[config.mk]
export PLATFORM = sky130hd
export DESIGN_NAME = mnk_game_engine
export DESIGN_NICKNAME = d
export VERILOG_FILES = /design/src/rtl/mnk_game_engine.sv
export SDC_FILE = /design/constraint.sdc
export NUM_CORES = 1
export LEC_CHECK = 0
export ABC_AREA = 1
export BUFFER_PORTS_ARGS = -buffer_cell sky130_fd_sc_hd__buf_2
export CORE_AREA = 5 5 127 129
export DETAILED_ROUTE_END_ITERATION = 10
export DIE_AREA = 0 0 132 134
export PLACE_DENSITY = 0.58
export SYNTH_ARGS = -nofsm -noshare
export SYNTH_HDL_FRONTEND = slang
export SYNTH_SLANG_ARGS = --single-unit
[constraint.sdc]
create_clock -name clk -period 5.22 [get_ports clk]
set_clock_uncertainty 0.2 [all_clocks]
set_input_delay 1.305 -clock clk [delete_from_list [all_inputs] [get_ports clk]]
set_output_delay 1.305 -clock clk [all_outputs]
set_load 0.02 [all_outputs]
[src/rtl/mnk_game_engine.sv]
// N x N, K-in-a-row two-player game engine: board registers, turn FSM and a
// sequential win scanner. Optional turn time limit enabled by TURN_TIMEOUT_EN.
module mnk_game_engine #(
    parameter int N           = 3,
    parameter int K           = 3,
    parameter int TIMEOUT_CYC = 1000,
    localparam int CW         = $clog2(N),
    localparam int MCW        = $clog2(N*N+1)
) (
    input  logic               clk,
    input  logic               reset,
    input  logic               p1,
    input  logic               p2,
    input  logic [CW-1:0]      p1_row,
    input  logic [CW-1:0]      p1_col,
    input  logic [CW-1:0]      p2_row,
    input  logic [CW-1:0]      p2_col,
    output logic [2*N*N-1:0]   board,
    output logic [1:0]         turn,
    output logic               busy,
    output logic               illegal_move,
    output logic [1:0]         winner,
    output logic               draw,
    output logic [MCW-1:0]     move_count,
    output logic               timeout
);
    localparam int IW = $clog2(N*N);
    localparam int SW = $clog2(K+1);

    typedef enum logic [1:0] {WAIT_P1, WAIT_P2, CHECK, DONE} state_t;

    state_t           state_q, state_d;
    logic [1:0]       board_q [N*N];
    logic [1:0]       board_d [N*N];
    logic [MCW-1:0]   move_count_q, move_count_d;
    logic [CW-1:0]    row_q, row_d, col_q, col_d;
    logic [1:0]       player_q, player_d;
    logic [1:0]       dir_q, dir_d;
    logic             neg_q, neg_d;
    logic [SW-1:0]    step_q, step_d, run_q, run_d;
    logic [1:0]       winner_q, winner_d;
    logic             draw_q, draw_d;
    logic             illegal_q, illegal_d;
`ifdef TURN_TIMEOUT_EN
    localparam int TW = $clog2(TIMEOUT_CYC) + 1;
    logic [TW-1:0]    timer_q, timer_d;
    logic             timeout_q, timeout_d;
`endif

    // Request decode: only the player whose turn it is gets looked at.
    logic             req, req_legal;
    logic [CW-1:0]    req_row, req_col;
    logic [1:0]       req_pl;
    logic [IW-1:0]    req_idx;

    always_comb begin
        req     = 1'b0;
        req_row = '0;
        req_col = '0;
        req_pl  = 2'b00;
        if (state_q == WAIT_P1) begin
            req = p1; req_row = p1_row; req_col = p1_col; req_pl = 2'b01;
        end else if (state_q == WAIT_P2) begin
            req = p2; req_row = p2_row; req_col = p2_col; req_pl = 2'b10;
        end
        req_idx   = IW'(int'(req_row) * N + int'(req_col));
        req_legal = (int'(req_row) < N) && (int'(req_col) < N) && (board_q[req_idx] == 2'b00);
    end

    // Scanner probe: cell at distance step_q from the latched stone along the current half-ray.
    int               dr, dc, scan_r, scan_c;
    logic             scan_in, scan_match;
    logic [IW-1:0]    scan_idx;

    always_comb begin
        dr = 0;
        dc = 1;
        case (dir_q)
            2'd0: begin dr = 0; dc = 1;  end
            2'd1: begin dr = 1; dc = 0;  end
            2'd2: begin dr = 1; dc = 1;  end
            default: begin dr = 1; dc = -1; end
        endcase
        if (neg_q) begin
            dr = -dr;
            dc = -dc;
        end
        scan_r     = int'(row_q) + dr * int'(step_q);
        scan_c     = int'(col_q) + dc * int'(step_q);
        scan_in    = (scan_r >= 0) && (scan_r < N) && (scan_c >= 0) && (scan_c < N);
        scan_idx   = IW'(scan_r * N + scan_c);
        scan_match = scan_in && (board_q[scan_idx] == player_q);
    end

    always_comb begin
        state_d      = state_q;
        board_d      = board_q;
        move_count_d = move_count_q;
        row_d        = row_q;
        col_d        = col_q;
        player_d     = player_q;
        dir_d        = dir_q;
        neg_d        = neg_q;
        step_d       = step_q;
        run_d        = run_q;
        winner_d     = winner_q;
        draw_d       = draw_q;
        illegal_d    = 1'b0;
`ifdef TURN_TIMEOUT_EN
        timer_d      = '0;
        timeout_d    = 1'b0;
`endif
        case (state_q)
            WAIT_P1, WAIT_P2: begin
                if (req && req_legal) begin
                    board_d[req_idx] = req_pl;
                    move_count_d     = move_count_q + 1'b1;
                    row_d            = req_row;
                    col_d            = req_col;
                    player_d         = req_pl;
                    dir_d            = 2'd0;
                    neg_d            = 1'b0;
                    step_d           = SW'(1);
                    run_d            = SW'(1);
                    state_d          = CHECK;
                end else if (req) begin
                    illegal_d = 1'b1;
                end
`ifdef TURN_TIMEOUT_EN
                else if (timer_q == TW'(TIMEOUT_CYC - 1)) begin
                    timeout_d = 1'b1;
                    state_d   = (state_q == WAIT_P1) ? WAIT_P2 : WAIT_P1;
                end else begin
                    timer_d = timer_q + 1'b1;
                end
`endif
            end
            CHECK: begin
                if (scan_match && (run_q == SW'(K - 1))) begin
                    winner_d = player_q;
                    state_d  = DONE;
                end else begin
                    if (scan_match)
                        run_d = run_q + 1'b1;
                    if (scan_match && (step_q != SW'(K - 1))) begin
                        step_d = step_q + 1'b1;
                    end else begin
                        // Half-ray finished; run carries over into the opposite half.
                        step_d = SW'(1);
                        if (!neg_q) begin
                            neg_d = 1'b1;
                        end else begin
                            neg_d = 1'b0;
                            run_d = SW'(1);
                            if (dir_q != 2'd3) begin
                                dir_d = dir_q + 1'b1;
                            end else if (move_count_q == MCW'(N * N)) begin
                                draw_d  = 1'b1;
                                state_d = DONE;
                            end else begin
                                state_d = (player_q == 2'b01) ? WAIT_P2 : WAIT_P1;
                            end
                        end
                    end
                end
            end
            default: ;
        endcase
    end

    always_ff @(posedge clk) begin
        if (reset) begin
            state_q      <= WAIT_P1;
            for (int i = 0; i < N*N; i++) board_q[i] <= 2'b00;
            move_count_q <= '0;
            row_q        <= '0;
            col_q        <= '0;
            player_q     <= 2'b00;
            dir_q        <= 2'd0;
            neg_q        <= 1'b0;
            step_q       <= '0;
            run_q        <= '0;
            winner_q     <= 2'b00;
            draw_q       <= 1'b0;
            illegal_q    <= 1'b0;
`ifdef TURN_TIMEOUT_EN
            timer_q      <= '0;
            timeout_q    <= 1'b0;
`endif
        end else begin
            state_q      <= state_d;
            board_q      <= board_d;
            move_count_q <= move_count_d;
            row_q        <= row_d;
            col_q        <= col_d;
            player_q     <= player_d;
            dir_q        <= dir_d;
            neg_q        <= neg_d;
            step_q       <= step_d;
            run_q        <= run_d;
            winner_q     <= winner_d;
            draw_q       <= draw_d;
            illegal_q    <= illegal_d;
`ifdef TURN_TIMEOUT_EN
            timer_q      <= timer_d;
            timeout_q    <= timeout_d;
`endif
        end
    end

    genvar gi;
    generate
        for (gi = 0; gi < N*N; gi++) begin : g_board
            assign board[2*gi+1:2*gi] = board_q[gi];
        end
    endgenerate

    assign turn         = (state_q == WAIT_P1) ? 2'b01 :
                          (state_q == WAIT_P2) ? 2'b10 : 2'b00;
    assign busy         = (state_q == CHECK);
    assign illegal_move = illegal_q;
    assign winner       = winner_q;
    assign draw         = draw_q;
    assign move_count   = move_count_q;
`ifdef TURN_TIMEOUT_EN
    assign timeout      = timeout_q;
`else
    assign timeout      = 1'b0;
`endif
endmodule
### After elaboration in Yosys (flattened, before gate mapping)

Cells that the tools add are included.

* memories kept: 0
* bits of input ports: 12
* bits in writable memories: 0
* memory bits (read-only): 0
* logic and storage cells: 142
* register bits: 41
* bits in latches: 0

* div/mod/pow operators: 0
* multiply operators: 4
* equal/unequal tests: 18
* shift operators: 0
* order comparisons: 9
* add/subtract/negate cells: 10
* bitwise logic cells: 6
* reduce and logical (&&, ||, !) cells: 24
* mux-type cells: 50

Operators with widths (count)
* 3-bit by 32-bit adder with 32-bit output: 2
* 32-bit by 1-bit greater-or-equal comparator with 1-bit output (second input constant): 2
* 32-bit by 3-bit less-than comparator with 1-bit output (second input constant): 2
* 32-bit by 3-bit multiplier with 32-bit output: 2
* 32-bit two-way mux: 2
* 32-bit negator: 2
* 32-bit one-hot mux with 2 select lines: 1
* 2-bit two-way mux: 29
* 32-bit by 3-bit multiplier with 4-bit output (second input constant): 1
* 18-bit bitwise mux: 1
* 2-bit binary-select mux with 4-bit select: 2
* 2-bit one-hot mux with 2 select lines: 4
* 6-bit AND reduction: 2
* 5-bit greater-or-equal comparator (second input constant): 2
* 1-bit logical AND: 10
* 2-bit inequality test (second input constant): 5
* 4-bit inverter with 5-bit output: 2
* 1-bit two-way mux: 9
* 2-bit demux with 4-bit select: 1
* 2-bit by 1-bit adder with 2-bit output (second input constant): 3
* 2-bit by 1-bit == test with 1-bit output (second input constant): 3
* 2-bit == test (second input constant): 3
* 2-bit logical NOT: 3
* 3-bit inequality test (second input constant): 2
* 19 further kinds: 26

### Longest topological paths before layout

* depth in word-level cells: 19
* mapped depth: 38
* depth with buffers taken out: 38

### Worst setup path after synthesis

OpenSTA, ideal clock, no wires.

* kind: reg2reg
* start point: register dir_q[0]
* end point: register step_q[0]
* library setup time: 119 ps
* clock period less this slack: 5322 ps
* cell stages (with the launch flop): 34
* path slack: -102 ps
* data arrival time: 5003 ps
* required time: 4901 ps
* path through: dfxtp_1 > inv_1 > ha_1 > or2_2 > nor2_1 > inv_1 > nand2_1 > inv_1 > ha_1 > ha_1 > inv_1 > fa_1 > inv_1 > ha_1 > inv_1 > fa_1 > fa_1 > inv_1 > nor3_1 > o21ai_0 > nand3_1 > nand2_1 > nand3_1 > nand2_1 > nor2_1 > nand2_1 > nor2_4 > nand2_2 > nor2_4 > nand2_4 > nand2_1 > nand2_2 > o21ai_1 > a21oi_1

* longest elaborated chain between the ends: 18

RTL lines
* from (decl): line 38 `logic [1:0] dir_q, dir_d;`
* from (signal assigned): line 197 `dir_q <= dir_d;`
* 2-bit logical NOT or 2-bit == test (tied branches): line 78 `case (dir_q)`
* 1-bit two-way mux or 2-bit OR reduction (tied branches)
* 32-bit negator or 32-bit one-hot mux with 2 select lines (tied branches): line 85, 78
* 32-bit two-way mux or 32-bit negator (tied branches): line 84, 86
* 32-bit by 3-bit multiplier with 32-bit output or 32-bit two-way mux (tied branches): line 88, 84
* 3-bit by 32-bit adder with 32-bit output or 32-bit by 3-bit multiplier with 32-bit output (tied branches): line 88, 89
* 32-bit by 3-bit multiplier with 4-bit output or 3-bit by 32-bit adder with 32-bit output (tied branches): line 91, 89
* 4-bit adder: line 91 `scan_idx = IW'(scan_r * N + scan_c);`
* 4-bit inverter with 5-bit output (implied by the code): line 92 `scan_match = scan_in && (board_q[scan_idx] == player_q);`
* 2-bit binary-select mux with 4-bit select: line 92
* 2-bit two-way mux (implied by the code) (2 in a row): line 92
* 2-bit == test: line 92
* 1-bit logical AND (*): line 92
* 1-bit logical AND: line 145 `if (scan_match && (step_q != SW'(K - 1))) begin`
* 2-bit two-way mux: line 145
* 2-bit two-way mux: line 139 `if (scan_match && (run_q == SW'(K - 1))) begin`
* 2-bit one-hot mux with 2 select lines: line 113 `case (state_q)`
* to (signal assigned): line 199 `step_q <= step_d;`
* to (decl): line 40 `logic [SW-1:0] step_q, step_d, run_q, run_d;`

Every way passes the cells marked *; elsewhere a longest branch is shown, timed or not. The select of a mux whose other input is x is not followed.
A chain may end at the register's enable or synchronous reset.

### Worst setup path in the final report

* start point: register dir_q[0]
* end point: register draw_q (netlist: draw)

* longest elaborated chain between the ends: 17

RTL lines
* 2-bit logical NOT or 2-bit == test (tied branches): line 78
* 1-bit two-way mux or 2-bit OR reduction (tied branches)
* 32-bit negator or 32-bit one-hot mux with 2 select lines (tied branches): line 85, 78
* 32-bit two-way mux or 32-bit negator (tied branches): line 84, 86
* 32-bit by 3-bit multiplier with 32-bit output or 32-bit two-way mux (tied branches): line 88, 84
* 3-bit by 32-bit adder with 32-bit output or 32-bit by 3-bit multiplier with 32-bit output (tied branches): line 88, 89
* 32-bit by 3-bit multiplier with 4-bit output or 3-bit by 32-bit adder with 32-bit output (tied branches): line 91, 89
* 4-bit adder: line 91
* 4-bit inverter with 5-bit output (implied by the code): line 92
* 2-bit binary-select mux with 4-bit select: line 92
* 2-bit two-way mux (implied by the code) (2 in a row): line 92
* 2-bit == test: line 92
* 1-bit logical AND: line 92
* 1-bit logical AND (on tied branches): line 145, 139
* 1-bit inverter (no line)
* 6-bit AND reduction (no line) (*)
* to (signal assigned): line 202 `draw_q <= draw_d;`
* to (decl): line 42 `logic draw_q, draw_d;`

Marks and branches as above.

==> results.md <==
- Outcome: complete, but fails checks
- Failing checks: setup timing
- Critical path arrival: 5340 ps
- Setup Viol. Count Final: 12
- Top delay family on crit path: buffers and inverters
- Dpl hpwl: 13,880 um
- CP endpoint kind: flop
- Clk buf depth: 2
- Row cnt: 45
- Total detailed-routing wirelength: 17,550 um
- Final min period: 5324 ps
- H-tree levels: 2
- Synthesized flop and latch total: 41
- Syn nets: 1,045
- Hold Path Class: reg2reg
- Hold Violations, Final: 0
- RePlAce Congestion: 0.9644
- Critical path class: reg2reg
- Fraction of layout cells with a size suffix above 1: 21.51%
- First-pass GRT wire length: 28,190 um
- Critical path data required time: 5240 ps
- DRT iter0 DRCs: 365
- I/O pin count: 42
- Max Cap Viol: 0
- Clock-pin slew on the worst setup and hold paths: 60 ps
- Fin. max-slew vios: 0
- DR pass1 iterations: 5
- Vias in the first global route: 5,776
- ANT cells: 0
- Achievable Freq: 187.8 MHz
- Placed insts: 1,201
- Post-route antenna net violation count: 0
- Register area share after synthesis: 14.22%
- Number of remaining DRC errors: 0
- Area grow syn2layout: 21.31%
- Final Util: 46.93%
- Final setup margin: -104.2 ps
- Largest net degree at the start of global routing: 26
- EDFF count, synth: 0
- Pwr/cell area: 484.4 nW/um^2
- Synthesized area per cell: 6.095 sq um
- CP startpoint kind: flop
- Slew HR: 26.77%
- Worst Hold Margin: 267.4 ps
- CTS tree: built
- Core ar.: 14,920 sq um
- Initial antenna violation count: 0
- Worst VDD drop: 0.0004181 V
- Grt ovf: 0
- # nets final: 1,158
- Pleak: 4.031 nW
- Tcrit/Tclk final: 102.0%
- Clk Latency, worst-skew pair: 290 ps
- RSZ-0062 raised after global routing: yes
- Die height: 134 um
- Total CTS buffers: 5
- Chip width: 132 um
- Netlist Area Pre-Place: 5772 sq um
- CP max FO: 3
- Total number of vias: 6,279
- Cell Count, Final, Fillers Out: 1,248
- DR WL/cell: 14.06 um
- Synth async-reset ratio: 0%
- CP peak stage delay: 340 ps
- Most used cell, CP: buf_4
- Primary FF master, synth: dfxtp_1
- Crit path buf inv count: 36
- Most frequent cells in the layout: nand2_1 (263), inv_1 (130), nor2_1 (100)
- Clock sinks: 41
- Slowest CP cell: dfxtp_2
- Port bufs: 40
- Worst-Margin Slew: 1094 ps
- Die footprint: 17,690 sq um
- CTS Hold Buffers Added: 0
- Starting density of the core: 38.68%
- Unique masters post-synth: 46
- Commonest non-fill, non-tap cell in the layout: nand2_1
- Post-Synthesis Cells: 947
- All-Layer GR Usage: 19.11%
- YS warnings: 0
- Root Driver: clkbuf_16
- Avg Vias per Cell: 5.031
- Fill cells: 1,596
- Setup_tns: -759.9 ps
worst paths after layout:
path / depth (start not counted) / startpoint / slack (ps) / endpoint
min reg2reg: 2 / run_q[0] / 270 / run_q[0]
max: 40 / dir_q[0] / -100 / draw
min: 2 / run_q[0] / 270 / run_q[0]
max reg2reg: 40 / dir_q[0] / -100 / draw
synthesized netlist by cell type, drive strengths merged, types with 7 or more instances:
library cell	instances	share of area, %
ha	74	16
nor2	119	9.3
fa	12	4.2
nor3	9	0.87
or2	7	0.76
nand2	289	20
a21oi	58	5.5
dfxtp	41	14
inv	151	9.9
buf	11	1.4
nand3	89	8.3
nand4	18	2.1
o21ai	32	2.8
cell families after synthesis:
kind of cell	Yosys count	synth area share [%]
AND/OR/NAND/NOR	543	42.77
adder cells (fa/ha/maj)	86	20.20
buffers and inverters	167	11.77
AO/OA/AOI/OAI	102	9.907
flip-flops	41	14.22
other	1	0.06497
XOR/XNOR	7	1.062
per-layer routing:
layer  track usage, %  wire [um]
met1            25.04       8029
met2            32.34       8103
met3            2.851        993
met4            6.057        422
met5                0          0
power breakdown:
part	switching (mW)	total [mW]	internal (mW)
clock network	0.120	0.308	0.188
registers	0.0729	0.456	0.383
logic	1.62	2.63	1.01
repair_timing:
item,CTS,global route
setup endpoints to repair,12,12
pin swaps,18,12
cloned,0,0
setup buffers,39,2
resized for setup,30,13
sequential cells by signal (all words and copies together), names as in the netlist:
| name | cells |
|---|---|
| player_q | 2 |
| neg_q | 1 |
| dir_q | 2 |
| row_q | 2 |
| board | 18 |
| run_q | 2 |
| state_q | 2 |
| draw | 1 |
| winner | 2 |
| col_q | 2 |
| illegal_move | 1 |
| step_q | 2 |
| move_count | 4 |
final cells by class:
class                           count  area, sq um  share of cell area, %
Multi-Input combinational cell    739         4405                  62.92
Sequential cell                    41        823.3                  11.76
Timing Repair Buffer              120        815.8                  11.65
Inverter                          153        579.3                  8.274
Tap cell                          188        235.2                  3.360
Clock buffer                        7        142.6                  2.037
worst min-delay path, delay by kind of cell, from the launching register on:
family,cells,cell delay [ps]
compound gates,1,60
simple gates,1,60
flops,1,310
per-stage QoR:
step | setup slack (ps) | area [sq um] | power (mW)
after CTS | -128.9 | 6945 | 3.326
after floorplan | 0.4730 | 5779 | 2.157
after detailed placement | -243.6 | 6415 | 2.852
after global placement | -159.0 | 6415 | 2.837
final | -104.2 | 7002 | 3.392
after global routing | -367.6 | 7002 | 3.713
No activity file was read; power rests on OpenSTA's default activity.
